### src/rtl/csr_timer_pkg.sv
// Shared constants for the CSR timer bank: register offsets,
// channel stride and TCFG field positions.
package csr_timer_pkg;

  localparam int TMR_STRIDE = 4;

  localparam int OFF_TCFG  = 0;
  localparam int OFF_TVAL  = 1;
  localparam int OFF_TICLR = 2;
  localparam int OFF_TPRE  = 3;

  localparam int EN_BIT  = 0;
  localparam int PER_BIT = 1;

endpackage

### src/rtl/csr_timer_chan.sv
// One timer channel: config, prescaler, down-counter and
// write-1-to-clear pending bit.
module csr_timer_chan
  import csr_timer_pkg::*;
#(
  parameter int CNT_WIDTH = 32,
  parameter int PRE_WIDTH = 8
) (
  input  logic                 clk,
  input  logic                 resetn,
  input  logic                 cfg_we,
  input  logic                 clr_we,
  input  logic                 pre_we,
  input  logic [31:0]          wmask,
  input  logic [31:0]          wvalue,
  output logic [CNT_WIDTH-1:0] cfg_q,
  output logic [CNT_WIDTH-1:0] cnt_q,
  output logic [PRE_WIDTH-1:0] pre_q,
  output logic                 pending
);

  logic [CNT_WIDTH-1:0] cfg_new;
  logic [CNT_WIDTH-1:0] reload;
  logic [PRE_WIDTH-1:0] pre_new;
  logic [PRE_WIDTH-1:0] pre_cnt;
  logic                 active;
  logic                 tick;
  logic                 cnt_zero;
  logic                 expire;
  logic                 clr;

  assign cfg_new = (wmask[CNT_WIDTH-1:0] & wvalue[CNT_WIDTH-1:0])
                 | (~wmask[CNT_WIDTH-1:0] & cfg_q);
  assign pre_new = (wmask[PRE_WIDTH-1:0] & wvalue[PRE_WIDTH-1:0])
                 | (~wmask[PRE_WIDTH-1:0] & pre_q);

  assign reload   = {cfg_q[CNT_WIDTH-1:2], 2'b00};
  // all-ones count is the stopped sentinel
  assign active   = cfg_q[EN_BIT] && !(&cnt_q);
  assign tick     = active && (pre_cnt == pre_q);
  assign cnt_zero = (cnt_q == '0);
  assign expire   = tick && cnt_zero && !cfg_we;
  assign clr      = clr_we && wmask[0] && wvalue[0];

  always_ff @(posedge clk or negedge resetn) begin
    if (!resetn) begin
      cfg_q   <= '0;
      cnt_q   <= '1;
      pre_q   <= '0;
      pre_cnt <= '0;
      pending <= 1'b0;
    end else begin
      if (cfg_we) cfg_q <= cfg_new;
      if (pre_we) pre_q <= pre_new;
      if (cfg_we) begin
        if (cfg_new[EN_BIT]) begin
          cnt_q   <= {cfg_new[CNT_WIDTH-1:2], 2'b00};
          pre_cnt <= '0;
        end
      end else if (active) begin
        if (tick) begin
          pre_cnt <= '0;
          if (cnt_zero)
            cnt_q <= cfg_q[PER_BIT] ? reload : '1;
          else
            cnt_q <= cnt_q - 1'b1;
        end else begin
          pre_cnt <= pre_cnt + 1'b1;
        end
      end
      if (pre_we) pre_cnt <= '0;
      // expiry wins over a same-cycle clear
      if (expire)   pending <= 1'b1;
      else if (clr) pending <= 1'b0;
    end
  end

endmodule

### src/rtl/csr_timer_bank.sv
// Timer/interrupt CSR bank: NUM_TIMERS channels, address decode,
// read mux and a 64-bit free-running stable counter.
module csr_timer_bank
  import csr_timer_pkg::*;
#(
  parameter int          NUM_TIMERS = 2,
  parameter int          CNT_WIDTH  = 32,
  parameter int          PRE_WIDTH  = 8,
  parameter logic [13:0] CSR_BASE   = 14'h41
) (
  input  logic                  clk,
  input  logic                  resetn,
  input  logic                  csr_re,
  input  logic [13:0]           csr_num,
  output logic [31:0]           csr_rvalue,
  input  logic                  csr_we,
  input  logic [31:0]           csr_wmask,
  input  logic [31:0]           csr_wvalue,
  output logic [NUM_TIMERS-1:0] timer_irq,
  output logic                  any_irq,
  output logic [63:0]           stable_counter_value
);

  logic [31:0] ch_rd [NUM_TIMERS];
  logic [31:0] rd_mux;
  logic [63:0] stable_q;

  for (genvar i = 0; i < NUM_TIMERS; i++) begin : g_ch
    localparam logic [13:0] B = CSR_BASE + 14'(TMR_STRIDE * i);

    logic [CNT_WIDTH-1:0] cfg_q;
    logic [CNT_WIDTH-1:0] cnt_q;
    logic [PRE_WIDTH-1:0] pre_q;
    logic                 hit_cfg;
    logic                 hit_val;
    logic                 hit_clr;
    logic                 hit_pre;
    logic [31:0]          rd;

    assign hit_cfg = (csr_num == B + 14'(OFF_TCFG));
    assign hit_val = (csr_num == B + 14'(OFF_TVAL));
    assign hit_clr = (csr_num == B + 14'(OFF_TICLR));
    assign hit_pre = (csr_num == B + 14'(OFF_TPRE));

    csr_timer_chan #(
      .CNT_WIDTH (CNT_WIDTH),
      .PRE_WIDTH (PRE_WIDTH)
    ) u_chan (
      .clk     (clk),
      .resetn  (resetn),
      .cfg_we  (csr_we & hit_cfg),
      .clr_we  (csr_we & hit_clr),
      .pre_we  (csr_we & hit_pre),
      .wmask   (csr_wmask),
      .wvalue  (csr_wvalue),
      .cfg_q   (cfg_q),
      .cnt_q   (cnt_q),
      .pre_q   (pre_q),
      .pending (timer_irq[i])
    );

    always_comb begin
      rd = '0;
      unique case (1'b1)
        hit_cfg: rd = 32'(cfg_q);
        hit_val: rd = 32'(cnt_q);
        hit_pre: rd = 32'(pre_q);
        default: rd = '0;
      endcase
    end

    assign ch_rd[i] = rd;
  end

  always_comb begin
    rd_mux = '0;
    for (int k = 0; k < NUM_TIMERS; k++)
      rd_mux = rd_mux | ch_rd[k];
  end

  assign csr_rvalue = csr_re ? rd_mux : '0;
  assign any_irq    = |timer_irq;

  always_ff @(posedge clk or negedge resetn) begin
    if (!resetn) stable_q <= '0;
    else         stable_q <= stable_q + 64'd1;
  end

  assign stable_counter_value = stable_q;

endmodule
### config.mk
export PLATFORM = sky130hd
export DESIGN_NAME = csr_timer_bank
export DESIGN_NICKNAME = d
export VERILOG_FILES = /design/src/rtl/csr_timer_pkg.sv /design/src/rtl/csr_timer_chan.sv /design/src/rtl/csr_timer_bank.sv
export SDC_FILE = /design/constraint.sdc
export NUM_CORES = 1
export LEC_CHECK = 0
export ABC_AREA = 1
export CELL_PAD_IN_SITES_DETAIL_PLACEMENT = 0
export CELL_PAD_IN_SITES_GLOBAL_PLACEMENT = 2
export CORE_MARGIN = 1.5
export CORE_UTILIZATION = 31
export CTS_CLUSTER_DIAMETER = 40
export DETAILED_ROUTE_END_ITERATION = 10
export GPL_TIMING_DRIVEN = 0
export PLACE_DENSITY_LB_ADDON = 0.1
export SKIP_CTS_REPAIR_TIMING = 1
export SLEW_MARGIN = 20
export SYNTH_ARGS = -nofsm -noshare
export SYNTH_HDL_FRONTEND = slang
export SYNTH_SLANG_ARGS = --single-unit
### constraint.sdc
create_clock -name clk -period 4.4 [get_ports clk]
set_clock_uncertainty 0.2 [all_clocks]
set_input_delay 1.32 -clock clk [delete_from_list [all_inputs] [get_ports clk]]
set_output_delay 1.32 -clock clk [all_outputs]
set_load 0.01 [all_outputs]
==> impl_metrics.py <==
metrics = {
    "clock_network": {
        "clock_sinks": 226,
        "cts_tree": "built",
        "cts_made_buffers": 51,
        "cts_root_buf": "clkbuf_16",
        "htreeDepth": 2,
        "clock_latency_ps": 590,
        "clk_pin_slew_worst_paths_ps": 40,
        "clock_path_buffers": 3,
    },
    "final_layout": {
        "syn2layout_area_growth_pct": 33.0,
        "drive_gt1_share_pct": 14.8,
        "antenna_cells": 0,
        "fin_cells": 3426,
        "nNetsFinal": 2802,
    },
    "yosys": {
        "syn_area_um2": 15800,
        "synth-seq-cells": 226,
        "synthArstFlopShare_pct": 100,
        "yosysTopAreaCell": "dfrtp_1",
        "synth_mux_area_share_pct": 0,
        "synth_edf_count": 0,
        "synth.top_cells.by_area": "dfrtp_1, nand2_1, dfstp_2, nor2_1, inv_1",
        "yosysSeqAreaShare_pct": 36.2,
        "synth_top_family_by_area": "simple AND/OR/NAND/NOR gates",
        "synth_xor_area_share_pct": 4.92,
        "syn_avg_cell_area_um2": 6.44,
        "syn_inst": 2457,
        "yosysWarningCount": 0,
        "synth_compound_area_share_pct": 8.65,
        "synth_cell_types": 43,
        "ys.flop_type": "dfrtp_1",
        "synthesis.nets": 2548,
        "yosys.area_share.simple_pct": 40.3,
        "yosys.area.top_type_share_pct": 25.6,
        "synth_fa_ha_area_share_pct": 0.711,
    },
    "place": {
        "gp_congestion": 0.904,
        "place_hpwl_um": 55200,
        "port_buffers": 179,
        "place_inst": 3310,
    },
    "worst_setup_path": {
        "critPathArrivalTime_ps": 2960,
        "critPathBufInv": 5,
        "startpoint_type": "input pin",
        "critPathMaxFanout": 5,
        "crit_required_ps": 2880,
        "critPathKind": "in -> out",
        "critical-path-max-stage-delay_ps": 260,
        "slowest_stage": "or2_4",
        "path_cells": "buf_6, or2_4, nor2_8, nand2_4, nor2_4, inv_2, buf_8, buf_12, o22ai_4, nor3_2, nor2_2, buf_2",
        "crit_path_end_kind": "output port",
        "path_delay_family": "simple AND/OR/NAND/NOR gates",
    },
    "power": {
        "power.density_nw_per_um2": 470,
        "netSwitchingFraction_pct": 38.3,
        "seqPwrFrac_pct": 29.0,
        "p_int_uw": 6100,
        "p_leak_uw": 0.00974,
        "peakVddDrop_v": 0.000507,
        "switchingPower_uw": 3790,
        "report.power.total_uw": 9890,
        "clkPwrFrac_pct": 40.7,
        "pwr-share-comb_pct": 30.3,
    },
    "sta": {
        "fin_crit_ps": 4480,
        "period_share_pct": 102,
        "fmax_ghz": 0.223,
        "hold_viol_final": 0,
        "setup_viol": 15,
        "fin_tns_setup_ps": -550,
        "rsz0062_at_grt": "true",
        "worstMarginPinSlew_ps": 726,
        "maxSlewViolCount": 0,
        "worst_slack_ps": -84.1,
        "maxSlewHeadroom_pct": 51.6,
    },
    "floorplan": {
        "die_w_um": 229,
        "io_pins": 181,
        "dieArea_um2": 52400,
        "die_h_um": 229,
        "start_util_pct": 31.5,
        "coreArea_um2": 50300,
        "rows": 82,
    },
    "route": {
        "wl_per_cell_um": 20.1,
        "routed_wl_um": 68900,
        "initialDrtViolationCount": 1205,
        "route.detailed.drc": 0,
        "dr.pass1.iters": 5,
        "ant_nets": 0,
        "vias_per_cell": 4.92,
        "num_vias": 16800,
    },
    "global_routing": {
        "grt_max_degree": 89,
        "track_usage_pct": 26.1,
        "antenna_found_initial": 0,
        "grt_pass1_wl_um": 104000,
        "first_global_vias": 16400,
        "overflow": 0,
    },
    "flow_run": {
        "cap_violations": 0,
    },
    "min_path": {
        "min_path_type": "reg -> reg",
    },
    "run_status": {
        "violations": "negative setup slack",
        "status": "finished with violations",
    },
}
-- metal layers --
metal / GRT usage (%) / wire [um] / share of wire (%) / up-vias
met5: 0 / 0 / 0 / -
met4: 7.87 / 1910 / 2.8 / 0
met3: 2.79 / 2660 / 3.9 / 94
met2: 41.5 / 31300 / 45 / 414
met1: 37.1 / 33100 / 48 / 8037
li1: - / - / - / 8300
-- cells in the mapped netlist, types with 2 or more instances --
master / instances
xor2_1: 62
ha_1: 9
nor4_1: 4
o21ai_1: 10
and2_1: 3
buf_1: 2
nor2_2: 7
xnor2_1: 27
nand3_2: 6
nor3b_1: 3
nor2_1: 361
o22ai_1: 32
nand4_1: 54
nor2_4: 7
buf_4: 11
clkbuf_1: 14
nand2_4: 6
inv_2: 5
nand3_1: 119
dfstp_2: 64
inv_4: 2
nand3b_1: 7
nand2_1: 876
o211ai_1: 2
nand2_2: 3
buf_2: 29
inv_1: 270
buf_6: 10
o31ai_1: 3
dfrtp_1: 162
o21ai_0: 173
a21oi_1: 43
nor3_1: 58
or2_2: 4
-- worst min-delay path, stage by stage (launching register included) --
cell and delay, ps:
dfstp_2 380, nand2_1 60, nand2_1 50
-- final timing paths --
kind | startpoint | endpoint | slack (ps) | depth (start not counted)
max | csr_num[8] | csr_rvalue[31] | -80 | 12
min | g_ch[1].u_chan.cnt_q[31] | g_ch[1].u_chan.cnt_q[31] | 290 | 2
max reg2reg | g_ch[1].u_chan.cnt_q[1] | g_ch[1].u_chan.cnt_q[12] | 1400 | 13
min reg2reg | g_ch[1].u_chan.cnt_q[31] | g_ch[1].u_chan.cnt_q[31] | 290 | 2
max in group asynchronous | resetn | g_ch[0].u_chan.cnt_q[24] | 2240 | 3
min in group asynchronous | resetn | stable_counter_value[3] | 440 | 1
-- layout by cell type (no fill, tap or decap), types with 9 or more instances in the layout --
master             n
clkbuf_1          19
buf_4             27
xor2_1            62
o22ai_2           19
buf_6             17
o21ai_1           12
nand4_1           54
nand2_1          873
clkinv_2          10
clkbuf_16         55
dfstp_2           64
ha_1               9
clkdlybuf4s50_1  132
nor2_2            26
buf_2             51
dfrtp_1          162
clkbuf_2          10
a21oi_1           35
o21ai_0          167
nor3_1            45
nor2_4            24
inv_1            267
nand3_1          119
nor2_1           325
xnor2_1           27
nor3_2            13
-- registers in the layout (all words and copies together) (netlist names), named ones only --
register              cells
stable_counter_value     64
g_ch.u_chan.cfg_q        62
g_ch.u_chan.cnt_q        64
g_ch.u_chan.pending       2
g_ch.u_chan.pre_cnt      16
-- cells by family after synthesis --
| logic type | Yosys count |
|---|---|
| flip-flops | 226 |
| buffers and inverters | 345 |
| XOR/XNOR | 89 |
| adder cells (fa/ha/maj) | 9 |
| AO/OA/AOI/OAI | 263 |
| AND/OR/NAND/NOR | 1525 |
-- stage by stage --
stage / worst slack (ps) / util (%) / hold slack, ps / area, um2
after floorplan: 258 / - / 253 / 15800
after global placement: -8850 / 36.7 / 276 / 18500
after detailed placement: -1270 / 36.8 / 286 / 18500
after CTS: -1270 / 40.4 / 293 / 20300
after global routing: -168 / 41.9 / 307 / 21000
final: -84.1 / 41.9 / 290 / 21000
-- power groups by stage --
stage	sequential (uW)	combinational [uW]	clock (uW)
after floorplan	2740	1970	0
after detailed placement	2890	2940	0
after CTS	2870	2960	4070
final	2870	3000	4020
after global routing	2930	3390	4170
after global placement	2890	2930	0
-- area by class of cell --
| class | count | area, um2 |
|---|---|---|
| tap | 672 | 841 |
| fill | 5409 | 29200 |
| clock buffer | 70 | 1450 |
| sequential | 226 | 5740 |
| timing repair buffer | 201 | 1900 |
| clock inverter | 26 | 345 |
| buffer | 66 | 518 |
| inverter | 279 | 1060 |
| multi-input combinational | 1886 | 9200 |
(Power assumes the default switching activity.)
